$ cat config.mk
export PLATFORM = sky130hd
export DESIGN_NAME = apu_cmd_sequencer
export DESIGN_NICKNAME = d
export VERILOG_FILES = /design/src/rtl/apu_cmd_sequencer.sv
export SDC_FILE = /design/constraint.sdc
export NUM_CORES = 1
export LEC_CHECK = 0
export BUFFER_PORTS_ARGS = -buffer_cell sky130_fd_sc_hd__clkbuf_2
export CAP_MARGIN = 20
export CORE_AREA = 4 4 131 133
export CTS_CLUSTER_SIZE = 20
export DETAILED_ROUTE_END_ITERATION = 8
export DIE_AREA = 0 0 135 137
export PLACE_DENSITY = 0.68
export RECOVER_POWER = 50
export SETUP_SLACK_MARGIN = 0.1
export SYNTH_ARGS = -nofsm -noshare
export SYNTH_HDL_FRONTEND = slang
export SYNTH_SLANG_ARGS = --single-unit
$ cat constraint.sdc
create_clock -name CLK -period 6.6 [get_ports CLK]
set_input_delay 0.33 -clock CLK [delete_from_list [all_inputs] [get_ports CLK]]
set_output_delay 0.33 -clock CLK [all_outputs]
set_load 0.005 [all_outputs]
$ cat src/rtl/apu_cmd_sequencer.sv
// APU command sequencer: 16-byte host FIFO feeding a sound chip
// write bus, with command framing, ACK handshaking and timeout.
module apu_cmd_sequencer #(
  parameter int WR_PULSE    = 4,
  parameter int GAP         = 8,
  parameter int ACK_TIMEOUT = 4095
) (
  input  logic       CLK,
  input  logic       RES,
  input  logic       WR_STB,
  input  logic [7:0] WR_DATA,
  input  logic       ERR_CLR,
  input  logic       ACK,
  output logic [7:0] DB_O,
  output logic       WRB,
  output logic       CSB,
  output logic       FULL,
  output logic       BUSY,
  output logic       ERR
);

  typedef enum logic [2:0] {
    S_IDLE,
    S_SETUP,
    S_STROBE,
    S_BLANK,
    S_WAIT_ACK,
    S_GAP
  } state_t;

  typedef enum logic [1:0] {
    M_NONE,
    M_COUNT,
    M_PCM
  } mode_t;

  localparam logic [11:0] PULSE_LAST = 12'(WR_PULSE - 1);
  localparam logic [11:0] GAP_LAST   =
    12'((GAP > 0) ? (GAP - 1) : 0);
  localparam logic [11:0] TMO_LAST   = 12'(ACK_TIMEOUT - 1);

  logic [7:0]  mem [16];
  logic [3:0]  wptr;
  logic [3:0]  rptr;
  logic [4:0]  count;
  logic        empty;
  logic        push;
  logic        pop;
  logic [7:0]  head;

  state_t      state;
  state_t      state_n;
  logic [11:0] cnt;
  logic [11:0] cnt_n;
  logic        tmo;

  mode_t       mode;
  mode_t       mode_n;
  logic [3:0]  rem;
  logic [3:0]  rem_n;
  logic        last_fe;
  logic        last_fe_n;
  logic        fin_n;
  logic        cur_final;

  assign empty = (count == 5'd0);
  assign FULL  = (count == 5'd16);
  assign BUSY  = !empty || (state != S_IDLE);
  assign push  = WR_STB && !FULL;
  assign head  = mem[rptr];

  // FIFO storage; contents only matter between push and pop
  always_ff @(posedge CLK) begin
    if (push) begin
      mem[wptr] <= WR_DATA;
    end
  end

  // FIFO pointers and occupancy
  always_ff @(posedge CLK or posedge RES) begin
    if (RES) begin
      wptr  <= 4'd0;
      rptr  <= 4'd0;
      count <= 5'd0;
    end else begin
      if (push) begin
        wptr <= wptr + 4'd1;
      end
      if (pop) begin
        rptr <= rptr + 4'd1;
      end
      unique case ({push, pop})
        2'b10:   count <= count + 5'd1;
        2'b01:   count <= count - 5'd1;
        default: count <= count;
      endcase
    end
  end

  // Classify the byte at the FIFO head against the open command
  always_comb begin
    mode_n    = mode;
    rem_n     = rem;
    last_fe_n = last_fe;
    fin_n     = 1'b0;
    unique case (mode)
      M_NONE: begin
        case (head)
          8'h01: begin
            mode_n = M_COUNT;
            rem_n  = 4'd9;
          end
          8'h02: begin
            mode_n = M_COUNT;
            rem_n  = 4'd3;
          end
          8'h1F: begin
            mode_n    = M_PCM;
            last_fe_n = 1'b0;
          end
          default: fin_n = 1'b1;
        endcase
      end
      M_COUNT: begin
        rem_n = rem - 4'd1;
        if (rem == 4'd1) begin
          fin_n  = 1'b1;
          mode_n = M_NONE;
        end
      end
      M_PCM: begin
        last_fe_n = (head == 8'hFE);
        if (last_fe && (head == 8'h00)) begin
          fin_n     = 1'b1;
          mode_n    = M_NONE;
          last_fe_n = 1'b0;
        end
      end
      default: begin
        mode_n    = M_NONE;
        rem_n     = 4'd0;
        last_fe_n = 1'b0;
      end
    endcase
  end

  // Framing state advances on each pop; a timeout aborts it
  always_ff @(posedge CLK or posedge RES) begin
    if (RES) begin
      mode      <= M_NONE;
      rem       <= 4'd0;
      last_fe   <= 1'b0;
      cur_final <= 1'b0;
    end else if (tmo) begin
      mode      <= M_NONE;
      rem       <= 4'd0;
      last_fe   <= 1'b0;
      cur_final <= 1'b0;
    end else if (pop) begin
      mode      <= mode_n;
      rem       <= rem_n;
      last_fe   <= last_fe_n;
      cur_final <= fin_n;
    end
  end

  // Next-state logic; cnt is the per-state phase counter
  always_comb begin
    state_n = state;
    cnt_n   = cnt;
    pop     = 1'b0;
    tmo     = 1'b0;
    unique case (state)
      S_IDLE: begin
        if (!empty) begin
          pop     = 1'b1;
          state_n = S_SETUP;
          cnt_n   = 12'd0;
        end
      end
      S_SETUP: begin
        state_n = S_STROBE;
        cnt_n   = 12'd0;
      end
      S_STROBE: begin
        if (cnt == PULSE_LAST) begin
          cnt_n = 12'd0;
          if (!cur_final) begin
            state_n = S_BLANK;
          end else if (GAP == 0) begin
            state_n = S_IDLE;
          end else begin
            state_n = S_GAP;
          end
        end else begin
          cnt_n = cnt + 12'd1;
        end
      end
      S_GAP: begin
        if (cnt == GAP_LAST) begin
          state_n = S_IDLE;
          cnt_n   = 12'd0;
        end else begin
          cnt_n = cnt + 12'd1;
        end
      end
      S_BLANK: begin
        if (cnt == 12'd1) begin
          state_n = S_WAIT_ACK;
          cnt_n   = 12'd0;
        end else begin
          cnt_n = cnt + 12'd1;
        end
      end
      S_WAIT_ACK: begin
        if (ACK) begin
          if (!empty) begin
            pop     = 1'b1;
            state_n = S_SETUP;
            cnt_n   = 12'd0;
          end
        end else if (cnt == TMO_LAST) begin
          tmo     = 1'b1;
          state_n = S_IDLE;
          cnt_n   = 12'd0;
        end else begin
          cnt_n = cnt + 12'd1;
        end
      end
      default: begin
        state_n = S_IDLE;
        cnt_n   = 12'd0;
      end
    endcase
  end

  // State register and phase counter
  always_ff @(posedge CLK or posedge RES) begin
    if (RES) begin
      state <= S_IDLE;
      cnt   <= 12'd0;
    end else begin
      state <= state_n;
      cnt   <= cnt_n;
    end
  end

  // Registered bus outputs: strobes low only while in STROBE
  always_ff @(posedge CLK or posedge RES) begin
    if (RES) begin
      DB_O <= 8'h00;
      WRB  <= 1'b1;
      CSB  <= 1'b1;
    end else begin
      if (pop) begin
        DB_O <= head;
      end
      WRB <= (state_n != S_STROBE);
      CSB <= (state_n != S_STROBE);
    end
  end

  // Sticky timeout flag; a timeout beats a same-cycle clear
  always_ff @(posedge CLK or posedge RES) begin
    if (RES) begin
      ERR <= 1'b0;
    end else if (tmo) begin
      ERR <= 1'b1;
    end else if (ERR_CLR) begin
      ERR <= 1'b0;
    end
  end

endmodule

==> insert_results.sql, run 1 <==
INSERT INTO impl_metrics (metric_group, metric, value, unit) VALUES
('status', 'status', 'finished with violations', ''),
('status', 'failed_checks', 'capacitance limit, slew limit', ''),
('timing', 'worst_pin_slew', '2.32', 'ns'),
('pwr', 'p_leak', '3.18', 'nW'),
('routing', 'ant_nets', '0', ''),
('floorplanning', 'number_of_top_level_pins', '26', ''),
('routing', 'routed-wl-met2', '7600', 'um'),
('yosys', 'ys_seq_elements', '174', ''),
('timing', 'grt_setup_unrepaired', 'false', ''),
('cells_and_area', 'final_nets', '602', ''),
('worst_setup_path', 'crit_required', '6.91', 'ns'),
('cells_and_area', 'layout_commonest_cell', 'sky130_fd_sc_hd__edfxtp_1', ''),
('routing', 'mean_routed_wirelength_per_cell', '19.7', 'um'),
('clocking', 'cts_num_sinks', '174', ''),
('global_route', 'gr-total-overflow', '0', ''),
('placement', 'gpl.final_weighted_congestion', '0.888', ''),
('placement', 'post-place-cells', '769', ''),
('routing', 'viasPerCell', '5.83', ''),
('min_path', 'holdCritPathClass', 'in -> reg', ''),
('worst_setup_path', 'critical_path_arrival', '3.80', 'ns'),
('yosys', 'synth.yosys.seq_area_share', '0.633', ''),
('clocking', 'clockRootBuffer', 'sky130_fd_sc_hd__clkbuf_16', ''),
('yosys', 'yosys_most_used_dff', 'sky130_fd_sc_hd__edfxtp_1', ''),
('yosys', 'synth_cell_type_count', '67', ''),
('timing', 'finalWorstPathRequiredPeriod', '3.49', 'ns'),
('routing', 'met3_wirelength', '837', 'um'),
('routing', 'postRouteWirelength', '15800', 'um'),
('clocking', 'path_clk_slew', '0.07', 'ns'),
('timing', 'slew_violations', '45', ''),
('timing', 'max_slew_margin', '-0.545', ''),
('clocking', 'clock_tree.buffer_depth', '2', ''),
('floorplanning', 'core_area', '15800', 'um^2'),
('timing', 'setup_tns', '0', 'ns'),
('routing', 'drt-pass1-iter-count', '5', ''),
('timing', 'finalCritPeriodShare', '0.529', ''),
('clocking', 'cts_tree', 'built', ''),
('floorplanning', 'initial_core_util', '0.498', ''),
('cells_and_area', 'fillerInstances', '1281', ''),
('pwr', 'total_power', '0.00375', 'W'),
('floorplanning', 'fp-row-count', '46', ''),
('cells_and_area', 'final_layout_size_suffix_gt1_frac', '0.145', ''),
('floorplanning', 'fp.dieArea', '18500', 'um^2'),
('yosys', 'ys.warnings.count', '0', ''),
('cells_and_area', 'layout-area-overhead-vs-synth', '9.79', '%'),
('routing', 'drc', '0', ''),
('clocking', 'ctsHtreeMaxLevel', '4', ''),
('cells_and_area', 'multi_input_area', '2610', 'um^2'),
('routing', 'top_layer_used', 'met4', ''),
('routing', 'count_of_vias_placed_by_the_detailed_router', '4684', ''),
('pwr', 'powerDensity', '433', 'nW/um^2'),
('cells_and_area', 'layout.cells.most_common_list', 'sky130_fd_sc_hd__edfxtp_1 (128), sky130_fd_sc_hd__dfrtp_1 (44), sky130_fd_sc_hd__nor2_1 (43)', ''),
('routing', 'met1_length', '7080', 'um'),
('global_route', 'first_pass_grt_wire_length', '25400', 'um'),
('worst_setup_path', 'critical_path.startpoint_type', 'flip-flop', ''),
('yosys', 'asyncSetResetFlopFracSynth', '0.264', ''),
('global_route', 'antenna_found_initial', '0', ''),
('timing', 'number_of_failing_hold_endpoints_at_the_final_stage', '0', ''),
('yosys', 'mappedNetlistNets', '585', ''),
('worst_setup_path', 'critical_path.endpoint_type', 'flip-flop', ''),
('pwr', 'vdd_drop_max', '281', 'uV'),
('flow_run', 'drv.max_cap_violation_count', '1', ''),
('clocking', 'cts.repair_timing.setup_buffer_count', '0', ''),
('clocking', 'cts_inserted_buffers', '17', ''),
('yosys', 'number_of_instances_in_the_synthesized_netlist', '557', ''),
('cells_and_area', 'final_cell_count_no_fill', '803', ''),
('timing', 'fmax', '286', 'MHz'),
('yosys', 'syn-mean-instance-area', '14.2', 'um^2'),
('worst_setup_path', 'timing.critical_path.fanout_max', '23', ''),
('clocking', 'later_pin_clock_latency_in_the_skew_report', '0.42', 'ns'),
('global_route', 'global_route.usage.total', '0.183', ''),
('floorplanning', 'die_h', '137', 'um'),
('cells_and_area', 'num_antenna_cells', '0', ''),
('worst_setup_path', 'critPathKind', 'reg -> reg', ''),
('global_route', 'largest_net_degree_at_the_start_of_global_routing', '47', ''),
('yosys', 'number_of_enable_flip_flop_cells_after_synthesis', '128', ''),
('routing', 'dr.first_iter.drc_count', '302', ''),
('placement', 'post-dp-hpwl', '10500', 'um'),
('yosys', 'synth_area', '7890', 'um^2'),
('cells_and_area', 'seqCellArea', '5000', 'um^2'),
('timing', 'finalSetupViolations', '0', ''),
('floorplanning', 'die-width', '135', 'um'),
('global_route', 'grt_pass1_vias', '4669', ''),
('timing', 'fin_worst_skew', '0.00910', 'ns'),
('placement', 'port_buffers', '25', '');
what timing repair did:
item / CTS / global route
hold endpoints to repair: 0 / 34
resized for setup: 0 / 0
hold buffers: 0 / 1
final timing paths:
| path | from | end | slack [ns] | depth (start not counted) |
|---|---|---|---|---|
| hold / removal | ERR_CLR | ERR | 0.09 | 2 |
| setup reg to reg | count[0] | count[4] | 3.11 | 11 |
| setup / recovery | count[0] | count[4] | 3.11 | 11 |
| max in group asynchronous | RES | rptr[0] | 3.73 | 4 |
| min in group asynchronous | RES | wptr[1] | 0.29 | 3 |
| hold reg to reg | DB_O[5] | DB_O[5] | 0.48 | 2 |
power by group:
part           leakage, nW  total (W)  switching (W)  internal, W
sequential            1.73    0.00148       0.000127      0.00135
clock                0.273   0.000954       0.000425     0.000529
combinational         1.18    0.00132       0.000799     0.000518
flip-flops by register name (all words and copies together), names as in the netlist, 2 cells and up:
name	flops
wptr	4
mode	2
count	5
cnt	12
DB_O	8
rem	4
state	3
rptr	4
mem	128
layer usage:
| metal | track usage | vias to the layer above |
|---|---|---|
| li1 | - | 2148 |
| met5 | 0 | - |
| met1 | 0.249 | 2362 |
| met3 | 0.0471 | 23 |
| met4 | 0.0649 | 0 |
| met2 | 0.288 | 151 |
critical path, stage by stage, from the launching register on:
cell                      delay [ns]
sky130_fd_sc_hd__dfrtp_1        0.43
sky130_fd_sc_hd__nor4_1         0.31
sky130_fd_sc_hd__nor2b_1        0.38
sky130_fd_sc_hd__or2_2          0.34
sky130_fd_sc_hd__inv_1          0.37
sky130_fd_sc_hd__ha_1           0.41
sky130_fd_sc_hd__fa_1           0.44
sky130_fd_sc_hd__a21o_1         0.18
sky130_fd_sc_hd__a21oi_1        0.17
sky130_fd_sc_hd__xor2_1         0.15
sky130_fd_sc_hd__nor2_1         0.06
sky130_fd_sc_hd__xor2_1         0.14
cells by family after synthesis:
family,after synthesis,synth area share
flip-flops,174,0.633
AND/OR/NAND/NOR,155,0.0982
AO/OA/AOI/OAI,93,0.0844
multiplexers,54,0.103
buffers and inverters,50,0.0384
XOR/XNOR,16,0.0178
adder cells (fa/ha/maj),15,0.0247
synth_stat cells (5+ instances only):
cell type	count	area share
sky130_fd_sc_hd__mux4_2	11	0.031
sky130_fd_sc_hd__xnor2_1	11	0.012
sky130_fd_sc_hd__inv_1	17	0.0081
sky130_fd_sc_hd__clkbuf_1	15	0.0071
sky130_fd_sc_hd__ha_1	14	0.022
sky130_fd_sc_hd__nand2_1	38	0.018
sky130_fd_sc_hd__o21ai_0	9	0.0057
sky130_fd_sc_hd__mux2i_1	31	0.039
sky130_fd_sc_hd__dfrtp_1	45	0.14
sky130_fd_sc_hd__nand2b_1	6	0.0048
sky130_fd_sc_hd__and2_1	5	0.0040
sky130_fd_sc_hd__mux4_1	8	0.027
sky130_fd_sc_hd__nand3_1	15	0.0095
sky130_fd_sc_hd__a21oi_1	22	0.014
sky130_fd_sc_hd__and3_1	5	0.0040
sky130_fd_sc_hd__buf_6	7	0.010
sky130_fd_sc_hd__nor2_1	43	0.020
sky130_fd_sc_hd__xor2_1	5	0.0056
sky130_fd_sc_hd__nand4_1	9	0.0071
sky130_fd_sc_hd__a22o_1	5	0.0056
sky130_fd_sc_hd__a221oi_1	8	0.0089
sky130_fd_sc_hd__edfxtp_1	128	0.49
sky130_fd_sc_hd__a31oi_1	11	0.0087
sky130_fd_sc_hd__nor3_1	11	0.0070
through the flow:
stage	utilization	setup slack (ns)	hold slack (ns)	cell area, um^2
2_1_floorplan	-	3.47	0.429	7890
3_3_place_gp	0.511	3.22	0.467	8100
3_5_place_dp	0.511	3.11	0.474	8100
4_1_cts	0.547	3.09	0.0757	8660
5_1_grt	0.547	2.77	0.115	8660
6_report	0.547	3.11	0.0893	8660
area by class of cell:
cell class / instances / share of cell area
timing repair buffer: 31 / 0.0181
tap: 216 / 0.0312
multi-input combinational: 333 / 0.301
clock inverter: 13 / 0.0150
clock buffer: 19 / 0.0500
sequential: 174 / 0.577
inverter: 17 / 0.00737
No activity file was read; power rests on OpenSTA's default activity.
==> run 2: changes to the inputs <==
--- a/config.mk
+++ b/config.mk
@@ -11,7 +11,7 @@
 export CTS_CLUSTER_SIZE = 20
 export DETAILED_ROUTE_END_ITERATION = 8
 export DIE_AREA = 0 0 135 137
-export PLACE_DENSITY = 0.68
+export PLACE_DENSITY = 0.7
 export RECOVER_POWER = 50
 export SETUP_SLACK_MARGIN = 0.1
 export SYNTH_ARGS = -nofsm -noshare
==> constraint.sdc (replaced) <==
create_clock -name CLK -period 2.9 [get_ports CLK]
set_input_delay 0.145 -clock CLK [delete_from_list [all_inputs] [get_ports CLK]]
set_output_delay 0.145 -clock CLK [all_outputs]
set_load 0.005 [all_outputs]
==> run 2 against run 1 <==
  * The flow finishes with violations (capacitance limit)
  * Wire length increased by 2.8%
  * Sequential power increased by 130%
  * Cell count increased by 3.4%
  * Maximum frequency increased by 30%
  * Hold slack improved by 0.11 ns
  * Critical endpoint is now cur_final
  * Largest cell class unchanged
==> insert_results.sql, run 2 (same netlist as run 1, synthesis figures left out) <==
INSERT INTO impl_metrics (metric_group, metric, value, unit) VALUES
('timing', 'fmax', '372', 'MHz'),
('routing', 'dr.first_iter.drc_count', '424', ''),
('placement', 'dp_worst_setup_slack', '0.169', 'ns'),
('routing', 'top_layer_used', 'met4', ''),
('worst_setup_path', 'critical_path_arrival', '3.07', 'ns'),
('cells_and_area', 'num_antenna_cells', '0', ''),
('min_path', 'holdCritPathClass', 'in -> reg', ''),
('cells_and_area', 'final_nets', '629', ''),
('timing', 'setup_tns', '0', 'ns'),
('global_route', 'largest_net_degree_at_the_start_of_global_routing', '43', ''),
('timing', 'worst_pin_slew', '1.49', 'ns'),
('worst_setup_path', 'critical_path.startpoint_type', 'flip-flop', ''),
('status', 'status', 'finished with violations', ''),
('worst_setup_path', 'regToRegStartpoint', 'rptr[1]', ''),
('routing', 'viasPerCell', '5.76', ''),
('flow_run', 'drv.max_cap_violation_count', '1', ''),
('routing', 'ant_nets', '0', ''),
('timing', 'number_of_failing_hold_endpoints_at_the_final_stage', '0', ''),
('timing', 'finalWorstPathRequiredPeriod', '2.69', 'ns'),
('placement', 'place_area', '8320', 'um^2'),
('clocking', 'ctsHtreeMaxLevel', '4', ''),
('timing', 'finalCritPeriodShare', '0.928', ''),
('clocking', 'path_clk_slew', '0.07', 'ns'),
('clocking', 'clockRootBuffer', 'sky130_fd_sc_hd__clkbuf_16', ''),
('worst_setup_path', 'reg2reg_to', 'cur_final', ''),
('global_route', 'global_route.usage.total', '0.184', ''),
('min_path', 'worst_hold_path.endpoint', 'state[2]', ''),
('cells_and_area', 'layout_top_registers', 'mem: 128 flops, cnt: 12 flops, DB_O: 8 flops', ''),
('timing', 'max_slew_margin', '0.00481', ''),
('floorplanning', 'initial_core_util', '0.498', ''),
('worst_setup_path', 'ff2ff_path_depth', '9', ''),
('floorplanning', 'die_h', '137', 'um'),
('timing', 'finalSetupViolations', '0', ''),
('cells_and_area', 'final_layout_size_suffix_gt1_frac', '0.191', ''),
('floorplanning', 'number_of_top_level_pins', '26', ''),
('floorplanning', 'fp.dieArea', '18500', 'um^2'),
('routing', 'routed-wl-met2', '8140', 'um'),
('floorplanning', 'core_area', '15800', 'um^2'),
('routing', 'drt-pass1-iter-count', '7', ''),
('clocking', 'cts_num_sinks', '174', ''),
('worst_setup_path', 'crit_required', '3.27', 'ns'),
('pwr', 'p_leak', '3.35', 'nW'),
('worst_setup_path', 'r2r_slack', '0.21', 'ns'),
('routing', 'met1_length', '7180', 'um'),
('status', 'failed_checks', 'capacitance limit', ''),
('global_route', 'antenna_found_initial', '0', ''),
('clocking', 'cts_tree', 'built', ''),
('clocking', 'later_pin_clock_latency_in_the_skew_report', '0.43', 'ns'),
('min_path', 'hold_depth', '5', ''),
('cells_and_area', 'layout-area-overhead-vs-synth', '13.8', '%'),
('timing', 'fin_worst_skew', '0.0138', 'ns'),
('cells_and_area', 'fillerInstances', '1219', ''),
('cells_and_area', 'layout_commonest_cell', 'sky130_fd_sc_hd__edfxtp_1', ''),
('placement', 'gpl.final_weighted_congestion', '0.895', ''),
('timing', 'timing.final.ws_setup', '0.208', 'ns'),
('routing', 'drc', '0', ''),
('worst_setup_path', 'critPathKind', 'reg -> reg', ''),
('floorplanning', 'fp-row-count', '46', ''),
('cells_and_area', 'largest_reg_flops', '128', ''),
('timing', 'slew_violations', '0', ''),
('placement', 'post-dp-hpwl', '10900', 'um'),
('routing', 'postRouteWirelength', '16300', 'um'),
('cells_and_area', 'layout.cells.most_common_list', 'sky130_fd_sc_hd__edfxtp_1 (128), sky130_fd_sc_hd__dfrtp_1 (43), sky130_fd_sc_hd__nor2_1 (41)', ''),
('global_route', 'grt_pass1_vias', '4790', ''),
('min_path', 'min_from', 'ACK', ''),
('clocking', 'clock_tree.buffer_depth', '2', ''),
('routing', 'count_of_vias_placed_by_the_detailed_router', '4784', ''),
('worst_setup_path', 'critical_path.endpoint_type', 'flip-flop', ''),
('routing', 'met3_wirelength', '766', 'um'),
('global_route', 'gr-total-overflow', '0', ''),
('pwr', 'powerDensity', '996', 'nW/um^2'),
('cells_and_area', 'register_with_the_highest_flop_count', 'mem', ''),
('clocking', 'cts_inserted_buffers', '17', ''),
('floorplanning', 'die-width', '135', 'um'),
('global_route', 'first_pass_grt_wire_length', '25800', 'um'),
('routing', 'mean_routed_wirelength_per_cell', '19.6', 'um'),
('cells_and_area', 'layout.cell_area.non_filler', '8980', 'um^2'),
('timing', 'grt_setup_unrepaired', 'false', ''),
('placement', 'port_buffers', '25', ''),
('worst_setup_path', 'timing.critical_path.fanout_max', '13', ''),
('pwr', 'vdd_drop_max', '472', 'uV');
run 2: worst max path at each step:
stage | from | end | slack [ns] | cells after the start
final | rptr[1] | cur_final | 0.21 | 9
after global routing | rptr[1] | cur_final | 0.09 | 9
after CTS | rptr[1] | rem[1] | 0.14 | 8
after detailed placement | rptr[1] | rem[1] | 0.17 | 8
after global placement | rptr[1] | rem[1] | 0.24 | 8
after floorplan | count[1] | count[4] | 0.12 | 14
run 2: per-stage QoR:
stage | std cells | power, W | hold slack, ns | utilization
6_report | 830 | 0.00894 | 0.203 | 0.567
5_1_grt | 830 | 0.00945 | 0.222 | 0.567
4_1_cts | 827 | 0.00893 | 0.120 | 0.565
3_5_place_dp | 793 | 0.00663 | 0.344 | 0.525
3_3_place_gp | 793 | 0.00652 | 0.330 | 0.525
2_1_floorplan | 557 | 0.00589 | 0.244 | -
run 2: area by class of cell:
| type | count | area, um^2 | area share |
|---|---|---|---|
| clock inverter | 15 | 185 | 0.0206 |
| tap | 216 | 270 | 0.0301 |
| sequential | 174 | 5000 | 0.557 |
| multi-input combinational | 333 | 2630 | 0.293 |
| inverter | 17 | 63.8 | 0.00711 |
| clock buffer | 17 | 425 | 0.0474 |
| timing repair buffer | 58 | 402 | 0.0447 |
run 2: worst max-delay path, cell delays in order, from the launching register on:
cell and delay (ns):
sky130_fd_sc_hd__dfrtp_2 0.43, sky130_fd_sc_hd__buf_12 0.18, sky130_fd_sc_hd__mux4_1 0.57, sky130_fd_sc_hd__mux2_2 0.31
sky130_fd_sc_hd__nor2_2 0.13, sky130_fd_sc_hd__a32o_2 0.15, sky130_fd_sc_hd__nor4b_4 0.35, sky130_fd_sc_hd__buf_4 0.20
sky130_fd_sc_hd__a41o_1 0.18, sky130_fd_sc_hd__a32o_1 0.13
run 2: power breakdown:
group,internal [W],total (W),switching [W]
logic,0.00139,0.00329,0.00190
registers,0.00308,0.00337,0.000296
clock network,0.00118,0.00227,0.00110
run 2: layer usage:
layer / vias up / global-route usage
met5: - / 0
met4: 0 / 0.0638
met3: 17 / 0.0408
met2: 140 / 0.301
met1: 2418 / 0.246
li1: 2209 / -
run 2: repair_timing:
item | CTS | global route
setup buffers | 0 | 2
hold buffers | 2 | 0
hold endpoints to repair | 37 | 0
endpoints found under the setup margin | 0 | 2
resized for setup | 0 | 3
